===== src/rtl/decode_stage.sv =====
`timescale 1ns/1ps
// decode_stage: one-cycle RV32I/RV32E decode with register-file read, writeback
// bypass and a busy-register scoreboard that holds fetch on RAW/WAW hazards.
module decode_stage #(
  parameter int XLEN   = 32,
  parameter int NREG   = 32,
  parameter int USE_SB = 1
) (
  input  logic            clk,
  input  logic            rst,
  input  logic            in_valid,
  output logic            in_ready,
  input  logic [31:0]     instr,
  output logic [4:0]      rs1_num,
  output logic [4:0]      rs2_num,
  input  logic [XLEN-1:0] rs1_data,
  input  logic [XLEN-1:0] rs2_data,
  input  logic            wb_valid,
  input  logic [4:0]      wb_rd,
  input  logic [XLEN-1:0] wb_data,
  output logic            out_valid,
  input  logic            out_ready,
  output logic [XLEN-1:0] op1,
  output logic [XLEN-1:0] op2,
  output logic [XLEN-1:0] op3,
  output logic [4:0]      rd,
  output logic [31:0]     out_instr,
  output logic            illegal
);

  localparam logic [6:0]  OPC_R      = 7'b0110011;
  localparam logic [6:0]  OPC_OPIMM  = 7'b0010011;
  localparam logic [6:0]  OPC_LOAD   = 7'b0000011;
  localparam logic [6:0]  OPC_JALR   = 7'b1100111;
  localparam logic [6:0]  OPC_STORE  = 7'b0100011;
  localparam logic [6:0]  OPC_BRANCH = 7'b1100011;
  localparam logic [6:0]  OPC_JAL    = 7'b1101111;
  localparam logic [6:0]  OPC_LUI    = 7'b0110111;
  localparam logic [6:0]  OPC_AUIPC  = 7'b0010111;
  localparam logic [31:0] NO_OP      = 32'h0000_0013;
  localparam logic [5:0]  NREG_L     = 6'(NREG);

  logic [6:0]      opcode;
  logic [4:0]      rd_field;
  logic [XLEN-1:0] imm_i, imm_s, imm_b, imm_j, imm_u;
  logic            byp1, byp2;
  logic [XLEN-1:0] rs1_val, rs2_val;
  logic            known, use_rs1, use_rs2, use_rd;
  logic [XLEN-1:0] d_op1, d_op2, d_op3;
  logic            bad_reg, is_illegal;
  logic [4:0]      rd_eff;
  logic [31:0]     busy_ext;
  logic            hazard, accept;

  logic [NREG-1:0] busy_q, busy_d;
  logic            out_valid_q, out_valid_d;
  logic [XLEN-1:0] op1_q, op1_d, op2_q, op2_d, op3_q, op3_d;
  logic [4:0]      rd_q, rd_d;
  logic [31:0]     instr_q, instr_d;
  logic            illegal_q, illegal_d;

  assign opcode   = instr[6:0];
  assign rd_field = instr[11:7];
  assign rs1_num  = instr[19:15];
  assign rs2_num  = instr[24:20];

  assign imm_i = XLEN'($signed(instr[31:20]));
  assign imm_s = XLEN'($signed({instr[31:25], instr[11:7]}));
  assign imm_b = XLEN'($signed({instr[31], instr[7], instr[30:25], instr[11:8], 1'b0}));
  assign imm_j = XLEN'($signed({instr[31], instr[19:12], instr[20], instr[30:21], 1'b0}));
  assign imm_u = XLEN'($signed({instr[31:12], 12'b0}));

  // A same-cycle writeback overrides the register file; x0 is hard-wired zero.
  assign byp1    = wb_valid && (wb_rd == rs1_num) && (rs1_num != 5'd0);
  assign byp2    = wb_valid && (wb_rd == rs2_num) && (rs2_num != 5'd0);
  assign rs1_val = (rs1_num == 5'd0) ? '0 : (byp1 ? wb_data : rs1_data);
  assign rs2_val = (rs2_num == 5'd0) ? '0 : (byp2 ? wb_data : rs2_data);

  // NOTE: every always_comb output gets a default first so no path infers a latch.
  always_comb begin
    known   = 1'b1;
    use_rs1 = 1'b0;
    use_rs2 = 1'b0;
    use_rd  = 1'b0;
    d_op1   = '0;
    d_op2   = '0;
    d_op3   = '0;
    case (opcode)
      OPC_R: begin
        use_rs1 = 1'b1; use_rs2 = 1'b1; use_rd = 1'b1;
        d_op1   = rs1_val;
        d_op2   = rs2_val;
      end
      OPC_OPIMM, OPC_LOAD, OPC_JALR: begin
        use_rs1 = 1'b1; use_rd = 1'b1;
        d_op1   = rs1_val;
        d_op2   = imm_i;
      end
      OPC_STORE: begin
        use_rs1 = 1'b1; use_rs2 = 1'b1;
        d_op1   = rs1_val;
        d_op2   = imm_s;
        d_op3   = rs2_val;
      end
      OPC_BRANCH: begin
        use_rs1 = 1'b1; use_rs2 = 1'b1;
        d_op1   = rs1_val;
        d_op2   = rs2_val;
        d_op3   = imm_b;
      end
      OPC_JAL: begin
        use_rd = 1'b1;
        d_op1  = imm_j;
      end
      OPC_LUI, OPC_AUIPC: begin
        use_rd = 1'b1;
        d_op1  = imm_u;
      end
      default: known = 1'b0;
    endcase
  end

  assign bad_reg = (use_rs1 && ({1'b0, rs1_num}  >= NREG_L)) ||
                   (use_rs2 && ({1'b0, rs2_num}  >= NREG_L)) ||
                   (use_rd  && ({1'b0, rd_field} >= NREG_L));
  assign is_illegal = !known || bad_reg;
  assign rd_eff     = (use_rd && !is_illegal) ? rd_field : 5'd0;

  always_comb begin
    busy_ext             = '0;
    busy_ext[NREG-1:0]   = busy_q;
  end

  // Illegal instructions pass straight through: they neither stall nor reserve rd.
  always_comb begin
    hazard = 1'b0;
    if (USE_SB != 0 && in_valid && !is_illegal) begin
      if (use_rs1 && rs1_num != 5'd0 && busy_ext[rs1_num] && !byp1) hazard = 1'b1;
      if (use_rs2 && rs2_num != 5'd0 && busy_ext[rs2_num] && !byp2) hazard = 1'b1;
      if (rd_eff != 5'd0 && busy_ext[rd_eff] && !(wb_valid && wb_rd == rd_eff)) hazard = 1'b1;
    end
  end

  assign in_ready = !rst && (!out_valid_q || out_ready) && !hazard;
  assign accept   = in_valid && in_ready;

  // Set is applied after clear so a same-edge set/clear on one register keeps it busy.
  always_comb begin
    busy_d = busy_q;
    for (int i = 0; i < NREG; i++) begin
      if (wb_valid && wb_rd == 5'(i)) busy_d[i] = 1'b0;
      if (accept && rd_eff != 5'd0 && rd_eff == 5'(i)) busy_d[i] = 1'b1;
    end
  end

  always_comb begin
    out_valid_d = out_valid_q;
    op1_d       = op1_q;
    op2_d       = op2_q;
    op3_d       = op3_q;
    rd_d        = rd_q;
    instr_d     = instr_q;
    illegal_d   = illegal_q;
    if (accept) begin
      out_valid_d = 1'b1;
      op1_d       = is_illegal ? '0 : d_op1;
      op2_d       = is_illegal ? '0 : d_op2;
      op3_d       = is_illegal ? '0 : d_op3;
      rd_d        = rd_eff;
      instr_d     = instr;
      illegal_d   = is_illegal;
    end else if (out_ready) begin
      out_valid_d = 1'b0;
    end
  end

  // NOTE: sequential state uses non-blocking assignments so all registers update together.
  always_ff @(posedge clk or posedge rst) begin
    if (rst) begin
      busy_q      <= '0;
      out_valid_q <= 1'b0;
      op1_q       <= '0;
      op2_q       <= '0;
      op3_q       <= '0;
      rd_q        <= 5'd0;
      instr_q     <= NO_OP;
      illegal_q   <= 1'b0;
    end else begin
      busy_q      <= busy_d;
      out_valid_q <= out_valid_d;
      op1_q       <= op1_d;
      op2_q       <= op2_d;
      op3_q       <= op3_d;
      rd_q        <= rd_d;
      instr_q     <= instr_d;
      illegal_q   <= illegal_d;
    end
  end

  assign out_valid = out_valid_q;
  assign op1       = op1_q;
  assign op2       = op2_q;
  assign op3       = op3_q;
  assign rd        = rd_q;
  assign out_instr = instr_q;
  assign illegal   = illegal_q;

endmodule


===== config.mk =====
export PLATFORM = sky130hd
export DESIGN_NAME = decode_stage
export DESIGN_NICKNAME = d
export VERILOG_FILES = /design/src/rtl/decode_stage.sv
export SDC_FILE = /design/constraint.sdc
export NUM_CORES = 1
export LEC_CHECK = 0
export CAP_MARGIN = 20
export CORE_MARGIN = 8
export CORE_UTILIZATION = 30
export CTS_CLUSTER_DIAMETER = 60
export DETAILED_ROUTE_END_ITERATION = 7
export GPL_ROUTABILITY_DRIVEN = 0
export PLACE_DENSITY = 0.63
export SYNTH_ARGS = -nofsm -noshare
export SYNTH_HDL_FRONTEND = slang
export SYNTH_SLANG_ARGS = --single-unit

===== constraint.sdc =====
create_clock -name clk -period 6.5 [get_ports clk]
set_input_delay 0.65 -clock clk [delete_from_list [all_inputs] [get_ports clk]]
set_output_delay 0.65 -clock clk [all_outputs]
set_load 0.1 [all_outputs]

==> impl_metrics.csv, run 1 <==
group,metric,value,unit
critical_path,endpoint_kind,"primary output",
clocking,cts_htree_levels,4,
drt,finalWirelength,36800,um
clocking,clock_pin_slew_worst_setup_and_hold_paths,0.07,ns
clocking,ctsHoldBuffers,0,
global_routing,grt_first_pass_wirelength,55000,um
floorplanning,rows,64,
drt,remaining_drc_errors,0,
sta,max_clock_freq,201,MHz
sta,timing.setup.tns,0,ns
synthesis,syn_area,9280,um^2
synthesis,synth-main-ff-cell,"sky130_fd_sc_hd__dfrtp_1",
clocking,insertion_delay,0.45,ns
clocking,cts_tree,"built",
floorplanning,design.die.area,36800,um^2
sta,timing_worst_slew_pin_value,1.11,ns
placed_design,dp.final_hpwl,27200,um
run,cap_viol_max_count,0,
synthesis,synth_seq_area_share,45.1,%
clocking,clockBufferDepth,2,
sta,slew_violations,0,
finish,number_of_nets_in_the_finished_design,1224,
finish,syn2layout_area_growth,40.1,%
drt,ant_nets,0,
min_path,holdCritPathClass,"reg -> reg",
synthesis,avgSynthCellArea,10.9,um^2
critical_path,path_max_fanout,21,
power_and_ir_drop,leakagePower,5.35,nW
power_and_ir_drop,internal-power,2.13,mW
sta,post-route-period-util,76.7,%
sta,worst_setup_skew_after_layout,0.0229,ns
drt,drt-pass1-iter-count,7,
floorplanning,die_h,192,um
clocking,clock_sink_count,167,
finish,stdcell_count,1497,
synthesis,synth_cell_types,61,
min_path,hold_depth,1,
synthesis,postSynthNetCount,989,
drt,vias,8318,
clocking,cts_post_setup_buffers_inserted,0,
power_and_ir_drop,power.share.switching,46.8,%
critical_path,wp_data_required,5.85,ns
synthesis,synth-edff-count,0,
sta,finalWorstPathRequiredPeriod,4.99,ns
synthesis,ys.warnings.count,0,
global_routing,globalRouteOverflowTotal,0,
synthesis,postSynthRegisterBits,167,
finish,drive_above_1_share,11.9,%
synthesis,synth_top_area_cell,"sky130_fd_sc_hd__dfrtp_1",
critical_path,worstSetupStartpointType,"input pin",
floorplanning,core_region_area,30500,um^2
power_and_ir_drop,pwr-share-seq,31.0,%
power_and_ir_drop,irDropWorstVdd,0.197,mV
placed_design,numPortBuffers,283,
finish,final_util,42.6,%
floorplanning,boundaryPins,284,
sta,timing.final.setup_violations,0,
drt,post_drt_wl_per_cell,24.6,um
power_and_ir_drop,power.clock.fraction,26.4,%
synthesis,postSynth.asyncResetShare,100,%
critical_path,path_class,"in -> out",
global_routing,globalRouteTotalUtil,19.5,%
power_and_ir_drop,combPwrFrac,42.6,%
critical_path,register_to_register_path_depth,6,
synthesis,synth_area_leaders,"sky130_fd_sc_hd__dfrtp_1, sky130_fd_sc_hd__mux2i_1, sky130_fd_sc_hd__o22a_1, sky130_fd_sc_hd__mux4_2, sky130_fd_sc_hd__mux2_2",
clocking,cts-buffers-inserted,17,
sta,rsz_0062_raised_after_global_routing,"false",
global_routing,first_global_vias,8438,
floorplanning,dieWidth,192,um
synthesis,post-synth-top-count-cell,"sky130_fd_sc_hd__dfrtp_1",
sta,slew_headroom,25.5,%
clocking,clock-root-buffer,"sky130_fd_sc_hd__clkbuf_16",
sta,report.final.hold_viol_count,0,
synthesis,synth_cells,851,
drt,detail_route.iter0.violations,772,
floorplanning,initial_utilization,30.4,%
global_routing,maximum_number_of_pins_on_one_net_before_global_route_repair,100,
placed_design,place.detailed.instances,1463,
drt,detail_route.vias_per_cell,5.56,
synthesis,synth_largest_type_area_fraction,44.2,%
synthesis,yosys-top-cells-count,"sky130_fd_sc_hd__dfrtp_1, sky130_fd_sc_hd__mux2i_1, sky130_fd_sc_hd__o21ai_0",
power_and_ir_drop,power.density_cell_area,308,nW/um^2
status,run_status,"finished, final reports clean",
global_routing,initial_antenna_violation_count,3,
clocking,cts.repair.resized,0,
power_and_ir_drop,netSwitchingPower,1.88,mW
critical_path,critical_path_arrival,4.34,ns
==> power by group through the flow <==
stage / Combinational, mW / Sequential (mW) / Clock [mW]
2_1_floorplan: 0.299 / 2.19 / 0
3_3_place_gp: 1.71 / 1.26 / 0
3_5_place_dp: 1.72 / 1.26 / 0
4_1_cts: 1.72 / 1.24 / 1.08
5_1_grt: 1.76 / 1.26 / 1.12
6_report: 1.71 / 1.24 / 1.06
==> registers in the layout, indices dropped and copies added, names as in the netlist <==
register	flops
busy_ext	32
illegal	1
op1	32
op2	32
op3	32
out_instr	32
out_valid	1
rd	5
==> final timing paths <==
kind / from / endpoint / slack, ns
setup / recovery: instr[20] / in_ready / 1.51
hold / removal: op1[13]$_DFFE_PP0P_ / op1[13]$_DFFE_PP0P_ / 0.49
setup reg to reg: busy_ext[11]$_DFFE_PP0P_ / op2[14]$_DFFE_PP0P_ / 3.07
hold reg to reg: op1[13]$_DFFE_PP0P_ / op1[13]$_DFFE_PP0P_ / 0.49
max in group asynchronous: rst / op2[19]$_DFFE_PP0P_ / 4.21
min in group asynchronous: rst / out_instr[6]$_DFFE_PP0P_ / 0.80
==> cells by family (layout without fill, tap and decap cells) <==
family,Yosys count,in the layout,synth area share [%]
AO/OA/AOI/OAI,243,243,19.0
XOR/XNOR,13,13,1.23
buffers and inverters,91,339,4.81
flip-flops,167,167,45.1
multiplexers,156,156,20.3
other,0,2,0
AND/OR/NAND/NOR,181,181,9.62
==> per-stage QoR <==
step	setup WS [ns]	area [um^2]	power, mW	hold WS, ns
floorplan	1.32	9280	2.48	0.470
global placement	1.58	12400	2.97	0.468
detailed placement	1.55	12400	2.98	0.473
CTS	1.52	13000	4.04	0.493
global route	1.31	13000	4.14	0.506
finish	1.51	13000	4.01	0.489
==> layout by cell type, fill, tap and decap left out, types with 8 or more instances in the layout <==
master,n
sky130_fd_sc_hd__clkdlybuf4s50_1,282
sky130_fd_sc_hd__dfrtp_1,164
sky130_fd_sc_hd__mux2i_1,79
sky130_fd_sc_hd__o21ai_0,76
sky130_fd_sc_hd__nor2_1,67
sky130_fd_sc_hd__o22a_1,59
sky130_fd_sc_hd__nand2_1,38
sky130_fd_sc_hd__mux2_2,36
sky130_fd_sc_hd__a21oi_1,25
sky130_fd_sc_hd__mux2_1,21
sky130_fd_sc_hd__mux4_2,20
sky130_fd_sc_hd__a2bb2oi_1,18
sky130_fd_sc_hd__clkbuf_16,17
sky130_fd_sc_hd__buf_4,17
sky130_fd_sc_hd__nand3_1,14
sky130_fd_sc_hd__o31ai_1,13
sky130_fd_sc_hd__nand2b_1,10
sky130_fd_sc_hd__nand3b_1,8
sky130_fd_sc_hd__a31oi_1,8
sky130_fd_sc_hd__xor2_1,8
==> worst max-delay path, cell delays in order <==
cell                              delay, ns
sky130_fd_sc_hd__clkdlybuf4s50_1       1.04
sky130_fd_sc_hd__mux4_2                0.60
sky130_fd_sc_hd__mux2_2                0.28
sky130_fd_sc_hd__o31ai_1               0.39
sky130_fd_sc_hd__o22a_1                0.45
sky130_fd_sc_hd__nand2_1               0.09
sky130_fd_sc_hd__buf_4                 0.24
sky130_fd_sc_hd__a21boi_0              0.36
sky130_fd_sc_hd__buf_12                0.23
==> area by class of cell <==
cell class,count,area [um^2]
fillers,2954,17500
multi-input cells,593,4690
flip-flops and latches,167,4180
repair buffers,301,2990
well taps,396,495
clock buffers,17,425
clock inverters,15,190
inverters,6,27.5
diodes,2,5.00
==> metal layers <==
layer	vias to the layer above	global-route usage, %	share of wire (%)
li1	3664	-	-
met1	4197	25.6	41
met2	408	31.0	47
met3	47	5.56	9.9
met4	2	5.39	2.0
met5	-	0	0.035
(Power assumes the default switching activity.)
==> run 2, diff against run 1 <==
--- a/config.mk
+++ b/config.mk
@@ -11,7 +11,7 @@
 export CTS_CLUSTER_DIAMETER = 60
 export DETAILED_ROUTE_END_ITERATION = 7
 export GPL_ROUTABILITY_DRIVEN = 0
-export PLACE_DENSITY = 0.63
+export PLACE_DENSITY = 0.65
 export SYNTH_ARGS = -nofsm -noshare
 export SYNTH_HDL_FRONTEND = slang
 export SYNTH_SLANG_ARGS = --single-unit
==> constraint.sdc (replaced) <==
create_clock -name clk -period 4.36 [get_ports clk]
set_input_delay 0.436 -clock clk [delete_from_list [all_inputs] [get_ports clk]]
set_output_delay 0.436 -clock clk [all_outputs]
set_load 0.1 [all_outputs]
==> run 2 against run 1 <==
Against the previous run: global-route usage barely moved; register-to-register slack got worse by 1.8 ns; final area rose by 1.2%; final cell count rose by 1.5%; sequential cell count did not move; worst hold slack got worse by 0.0044 ns; clock-buffer cell count rose by 1; core utilization rose by 0.52 points; sequential share of layout area fell by 0.39 points; critical path depth fell by 1; via count rose by 0.24%; largest power group unchanged.
==> impl_metrics.csv, run 2 (synthesis results as in run 1) <==
group,metric,value,unit
critical_path,endpoint_kind,"primary output",
drt,vias,8338,
clocking,cts.repair.resized,0,
clocking,clock_pin_slew_worst_setup_and_hold_paths,0.07,ns
global_routing,initial_antenna_violation_count,0,
critical_path,wp_data_required,3.92,ns
power_and_ir_drop,power.density_cell_area,449,nW/um^2
critical_path,ff2ff_setup_slack,1.30,ns
critical_path,reg2reg_to,"op3[28]$_DFFE_PP0P_",
critical_path,path_class,"in -> out",
drt,finalWirelength,37000,um
global_routing,globalRouteOverflowTotal,0,
min_path,worst_hold_startpoint,"out_instr[16]$_DFFE_PP0P_",
critical_path,path_max_fanout,8,
finish,filler_cell_count,2891,
clocking,clockBufferDepth,2,
sta,setup_slack,0.675,ns
critical_path,register_to_register_path_depth,7,
sta,report.final.hold_viol_count,0,
sta,max_clock_freq,271,MHz
floorplanning,rows,64,
drt,ant_nets,0,
global_routing,globalRouteTotalUtil,19.6,%
power_and_ir_drop,leakagePower,5.45,nW
sta,timing_worst_slew_pin_value,1.06,ns
drt,remaining_drc_errors,0,
global_routing,maximum_number_of_pins_on_one_net_before_global_route_repair,168,
critical_path,critical_path_arrival,3.25,ns
finish,leading_cell_type_in_the_layout_fill_and_taps_excluded,"sky130_fd_sc_hd__clkdlybuf4s50_1",
sta,worst_setup_skew_after_layout,0.0176,ns
critical_path,rr_startpoint,"busy_ext[7]$_DFFE_PP0P_",
sta,worst_hold_slack,0.485,ns
global_routing,grt_first_pass_wirelength,54400,um
sta,slew_headroom,29.3,%
clocking,clock_sink_count,167,
clocking,cts-buffers-inserted,17,
min_path,holdCritPathClass,"reg -> reg",
placed_design,dp.final_hpwl,27500,um
sta,timing.final.setup_violations,0,
finish,drive_above_1_share,14.1,%
floorplanning,initial_utilization,30.4,%
global_routing,first_global_vias,8348,
placed_design,pre_cts_ws,0.379,ns
drt,drt-pass1-iter-count,5,
finish,number_of_nets_in_the_finished_design,1247,
critical_path,worstSetupStartpointType,"input pin",
min_path,whs_endpoint,"out_instr[16]$_DFFE_PP0P_",
floorplanning,design.die.area,36800,um^2
sta,post-route-period-util,84.5,%
floorplanning,core_region_area,30500,um^2
run,cap_viol_max_count,0,
clocking,ctsHoldBuffers,0,
status,run_status,"finished, final reports clean",
placed_design,dpl_cell_area,12600,um^2
placed_design,place.detailed.instances,1486,
clocking,cts_htree_levels,4,
clocking,clock-root-buffer,"sky130_fd_sc_hd__clkbuf_16",
drt,detail_route.vias_per_cell,5.49,
power_and_ir_drop,irDropWorstVdd,0.235,mV
sta,slew_violations,0,
min_path,hold_depth,1,
sta,timing.setup.tns,0,ns
finish,syn2layout_area_growth,41.8,%
sta,rsz_0062_raised_after_global_routing,"false",
placed_design,numPortBuffers,283,
floorplanning,die_h,192,um
finish,final_cell_mix,"sky130_fd_sc_hd__clkdlybuf4s50_1, sky130_fd_sc_hd__dfrtp_1, sky130_fd_sc_hd__mux2i_1",
finish,post-route-cell-area,13200,um^2
clocking,cts_tree,"built",
floorplanning,boundaryPins,284,
clocking,insertion_delay,0.43,ns
floorplanning,dieWidth,192,um
clocking,cts_post_setup_buffers_inserted,0,
sta,finalWorstPathRequiredPeriod,3.69,ns
drt,detail_route.iter0.violations,681,
finish,stdcell_count,1520,
drt,post_drt_wl_per_cell,24.3,um
run 2: cell types whose count changed in the layout (fill, tap and decap cells not counted), sizes merged:
cell and change:
clkbuf +1, clkinvlp +4, clkinv -2, inv -3, clkdlybuf4s50 -4, buf +27
run 2: stage by stage:
step	total power [mW]	utilization [%]
after floorplan	3.70	-
after global placement	4.44	41.2
after detailed placement	4.45	41.2
after CTS	5.98	43.1
after global routing	6.12	43.1
final	5.92	43.2
run 2: power breakdown:
| part | internal (mW) | switching [mW] | total (mW) |
|---|---|---|---|
| Clock | 0.773 | 0.728 | 1.50 |
| Combinational | 0.665 | 1.90 | 2.56 |
| Sequential | 1.74 | 0.110 | 1.85 |
| Total | 3.18 | 2.74 | 5.92 |
run 2: final cells by class:
| class | count | area, um^2 | share of cell area, % |
|---|---|---|---|
| multi-input cells | 593 | 4690 | 35.6 |
| flip-flops and latches | 167 | 4180 | 31.8 |
| repair buffers | 324 | 3190 | 24.2 |
| well taps | 396 | 495 | 3.76 |
| clock buffers | 18 | 439 | 3.34 |
| clock inverters | 14 | 138 | 1.05 |
| inverters | 6 | 26.3 | 0.200 |
| diodes | 2 | 5.00 | 0.0380 |
run 2: critical path: stages:
cell	delay, ns
sky130_fd_sc_hd__clkdlybuf4s50_1	0.78
sky130_fd_sc_hd__mux4_2	0.57
sky130_fd_sc_hd__mux2_2	0.28
sky130_fd_sc_hd__o31ai_1	0.33
sky130_fd_sc_hd__o22a_1	0.24
sky130_fd_sc_hd__nand2_1	0.12
sky130_fd_sc_hd__a21boi_1	0.28
sky130_fd_sc_hd__buf_12	0.21
run 2: worst max path at each step:
stage	cells past startpoint	startpoint	to
after CTS	8	instr[20]	in_ready
after detailed placement	8	instr[7]	op3[13]$_DFFE_PP0P_
after floorplan	8	instr[15]	in_ready
after global routing	10	instr[21]	in_ready
after global placement	8	instr[7]	op3[14]$_DFFE_PP0P_
final	8	instr[20]	in_ready
run 2: per-layer routing:
metal | vias to the layer above | part of all wire [%] | GRT usage (%)
met4 | 0 | 1.9 | 5.71
met5 | - | 0 | 0
li1 | 3708 | - | -
met3 | 41 | 9.2 | 5.21
met2 | 426 | 46 | 30.4
met1 | 4163 | 43 | 26.4
==> run 3, diff against run 2 <==
==> constraint.sdc (replaced) <==
create_clock -name clk -period 3.3 [get_ports clk]
set_input_delay 0.33 -clock clk [delete_from_list [all_inputs] [get_ports clk]]
set_output_delay 0.33 -clock clk [all_outputs]
set_load 0.1 [all_outputs]
==> run 3 against run 2 <==
Against the previous run: the run now ends with DRC left; clock-buffer cell count decreased by 1; register-to-register slack got worse by 0.86 ns; clock power rose by 35%; combinational power is 34% higher; sequential share of layout area fell by 1.3 points; core utilization increased by 1.8 points; final cell count is 3.4% higher; clock skew up 0.0023 ns; worst hold slack got worse by 0.27 ns; critical path type unchanged.
==> impl_metrics.csv, run 3 (synthesis results as in run 1) <==
group,metric,value,unit
power_and_ir_drop,irDropWorstVdd,0.331,mV
sta,slew_violations,0,
drt,post_drt_wl_per_cell,23.7,um
drt,drt-pass1-iter-count,8,
sta,worst_setup_skew_after_layout,0.0198,ns
critical_path,critical_path.top_delay_family,"multiplexers",
floorplanning,dieWidth,192,um
floorplanning,design.die.area,36800,um^2
sta,report.final.hold_viol_count,0,
sta,timing.final.setup_violations,0,
drt,finalWirelength,37200,um
global_routing,first_global_vias,8723,
clocking,insertion_delay,0.43,ns
clocking,clock_pin_slew_worst_setup_and_hold_paths,0.07,ns
floorplanning,die_h,192,um
floorplanning,boundaryPins,284,
sta,slew_headroom,28.9,%
floorplanning,rows,64,
finish,number_of_nets_in_the_finished_design,1300,
clocking,cts-buffers-inserted,17,
finish,syn2layout_area_growth,47.8,%
drt,remaining_drc_errors,1,
critical_path,cp_num_cells,9,
run,cap_viol_max_count,0,
sta,post-route-period-util,97.6,%
placed_design,dp.final_hpwl,28700,um
drt,ant_nets,0,
sta,timing.setup.tns,0,ns
clocking,clockBufferDepth,2,
clocking,cts_tree,"built",
sta,max_clock_freq,310,MHz
global_routing,globalRouteOverflowTotal,0,
sta,timing_worst_slew_pin_value,1.06,ns
finish,leading_cell_type_in_the_layout_fill_and_taps_excluded,"sky130_fd_sc_hd__clkdlybuf4s50_1",
clocking,cts_htree_levels,4,
critical_path,path_class,"in -> out",
clocking,clock_sink_count,167,
drt,detail_route.iter0.violations,613,
status,run_status,"finished with violations",
global_routing,grt_first_pass_wirelength,55300,um
min_path,holdCritPathClass,"in -> async",
critical_path,wp_data_required,2.97,ns
sta,rsz_0062_raised_after_global_routing,"false",
finish,final_cell_mix,"sky130_fd_sc_hd__clkdlybuf4s50_1, sky130_fd_sc_hd__dfrtp_1, sky130_fd_sc_hd__buf_4",
critical_path,critical-path-slowest-cell,"sky130_fd_sc_hd__mux4_2",
global_routing,globalRouteTotalUtil,19.6,%
finish,drive_above_1_share,19.0,%
power_and_ir_drop,power.density_cell_area,577,nW/um^2
critical_path,path_max_fanout,5,
floorplanning,core_region_area,30500,um^2
critical_path,register_to_register_path_depth,7,
critical_path,critical_path_arrival,2.89,ns
global_routing,maximum_number_of_pins_on_one_net_before_global_route_repair,85,
power_and_ir_drop,leakagePower,5.77,nW
sta,finalWorstPathRequiredPeriod,3.22,ns
power_and_ir_drop,finalPower,7.91,mW
clocking,clock-root-buffer,"sky130_fd_sc_hd__clkbuf_16",
finish,stdcell_count,1572,
critical_path,endpoint_kind,"primary output",
critical_path,cp_slowest_stage_delay,0.51,ns
critical_path,worstSetupStartpointType,"input pin",
global_routing,initial_antenna_violation_count,1,
critical_path,path_cells,"clkdlybuf4s50_1 -> buf_4 -> mux4_2 -> mux4_2 -> nor2_2 -> o22a_2 -> nand2_1 -> a21boi_2 -> buf_12",
status,violations_in_the_final_reports,"DRC",
placed_design,numPortBuffers,283,
drt,vias,8551,
critical_path,ff2ff_setup_slack,0.44,ns
floorplanning,initial_utilization,30.4,%
placed_design,place.detailed.instances,1538,
drt,detail_route.vias_per_cell,5.44,
critical_path,critical_path.n_buffers_inverters,3,
critical_path,critPathMostFrequentCell,"sky130_fd_sc_hd__mux4_2",
## run 3: final cells by class
| type | count | area, um^2 |
|---|---|---|
| fillers | 2862 | 16800 |
| clock buffers | 17 | 425 |
| diodes | 1 | 2.50 |
| multi-input cells | 593 | 4700 |
| repair buffers | 377 | 3710 |
| well taps | 396 | 495 |
| clock inverters | 15 | 178 |
| flip-flops and latches | 167 | 4180 |
| inverters | 6 | 26.3 |
## run 3: per-layer routing
layer	part of all wire, %	track usage, %	wire [um]
met5	0	0	0
met4	2.0	5.51	761
met3	7.3	4.70	2700
met2	47	31.1	17600
met1	44	26.4	16200
## run 3: repair_timing
item                       4_1_cts  5_1_grt
setup buffers                    0        1
hold buffers                     0        0
setup endpoints to repair        1        1
resized for setup                2        2
## run 3: where the power goes
part | switching (mW) | internal (mW)
Combinational | 2.51 | 0.927
Clock | 0.997 | 1.02
Sequential | 0.149 | 2.30
Total | 3.66 | 4.25
## run 3: worst reg2reg max path, stage by stage (launching register included)
cell and delay [ns]:
sky130_fd_sc_hd__dfrtp_1 0.45, sky130_fd_sc_hd__mux4_2 0.48, sky130_fd_sc_hd__mux4_2 0.48, sky130_fd_sc_hd__nor2_2 0.18
sky130_fd_sc_hd__o22ai_2 0.13, sky130_fd_sc_hd__buf_4 0.17, sky130_fd_sc_hd__or4_1 0.64, sky130_fd_sc_hd__o21ai_0 0.23
## run 3: per-stage QoR
stage	instance area (um^2)	setup slack (ns)	hold slack, ns	utilization, %
after global routing	13700	0.00995	0.239	45.0
after global placement	13100	-0.0900	0.467	42.9
final	13700	0.0789	0.218	45.0
after floorplan	9290	0.0820	0.465	-
after detailed placement	13100	-0.223	0.474	42.9
after CTS	13700	0.0377	0.216	44.9
## run 3: final timing paths
kind | startpoint | endpoint
max | instr[15] | in_ready
min | rst | out_instr[6]$_DFFE_PP0P_
max reg2reg | busy_ext[19]$_DFFE_PP0P_ | busy_ext[12]$_DFFE_PP0P_
min reg2reg | out_instr[12]$_DFFE_PP0P_ | out_instr[12]$_DFFE_PP0P_
max in group asynchronous | rst | op2[31]$_DFFE_PP0P_
min in group clk | out_instr[12]$_DFFE_PP0P_ | out_instr[12]$_DFFE_PP0P_
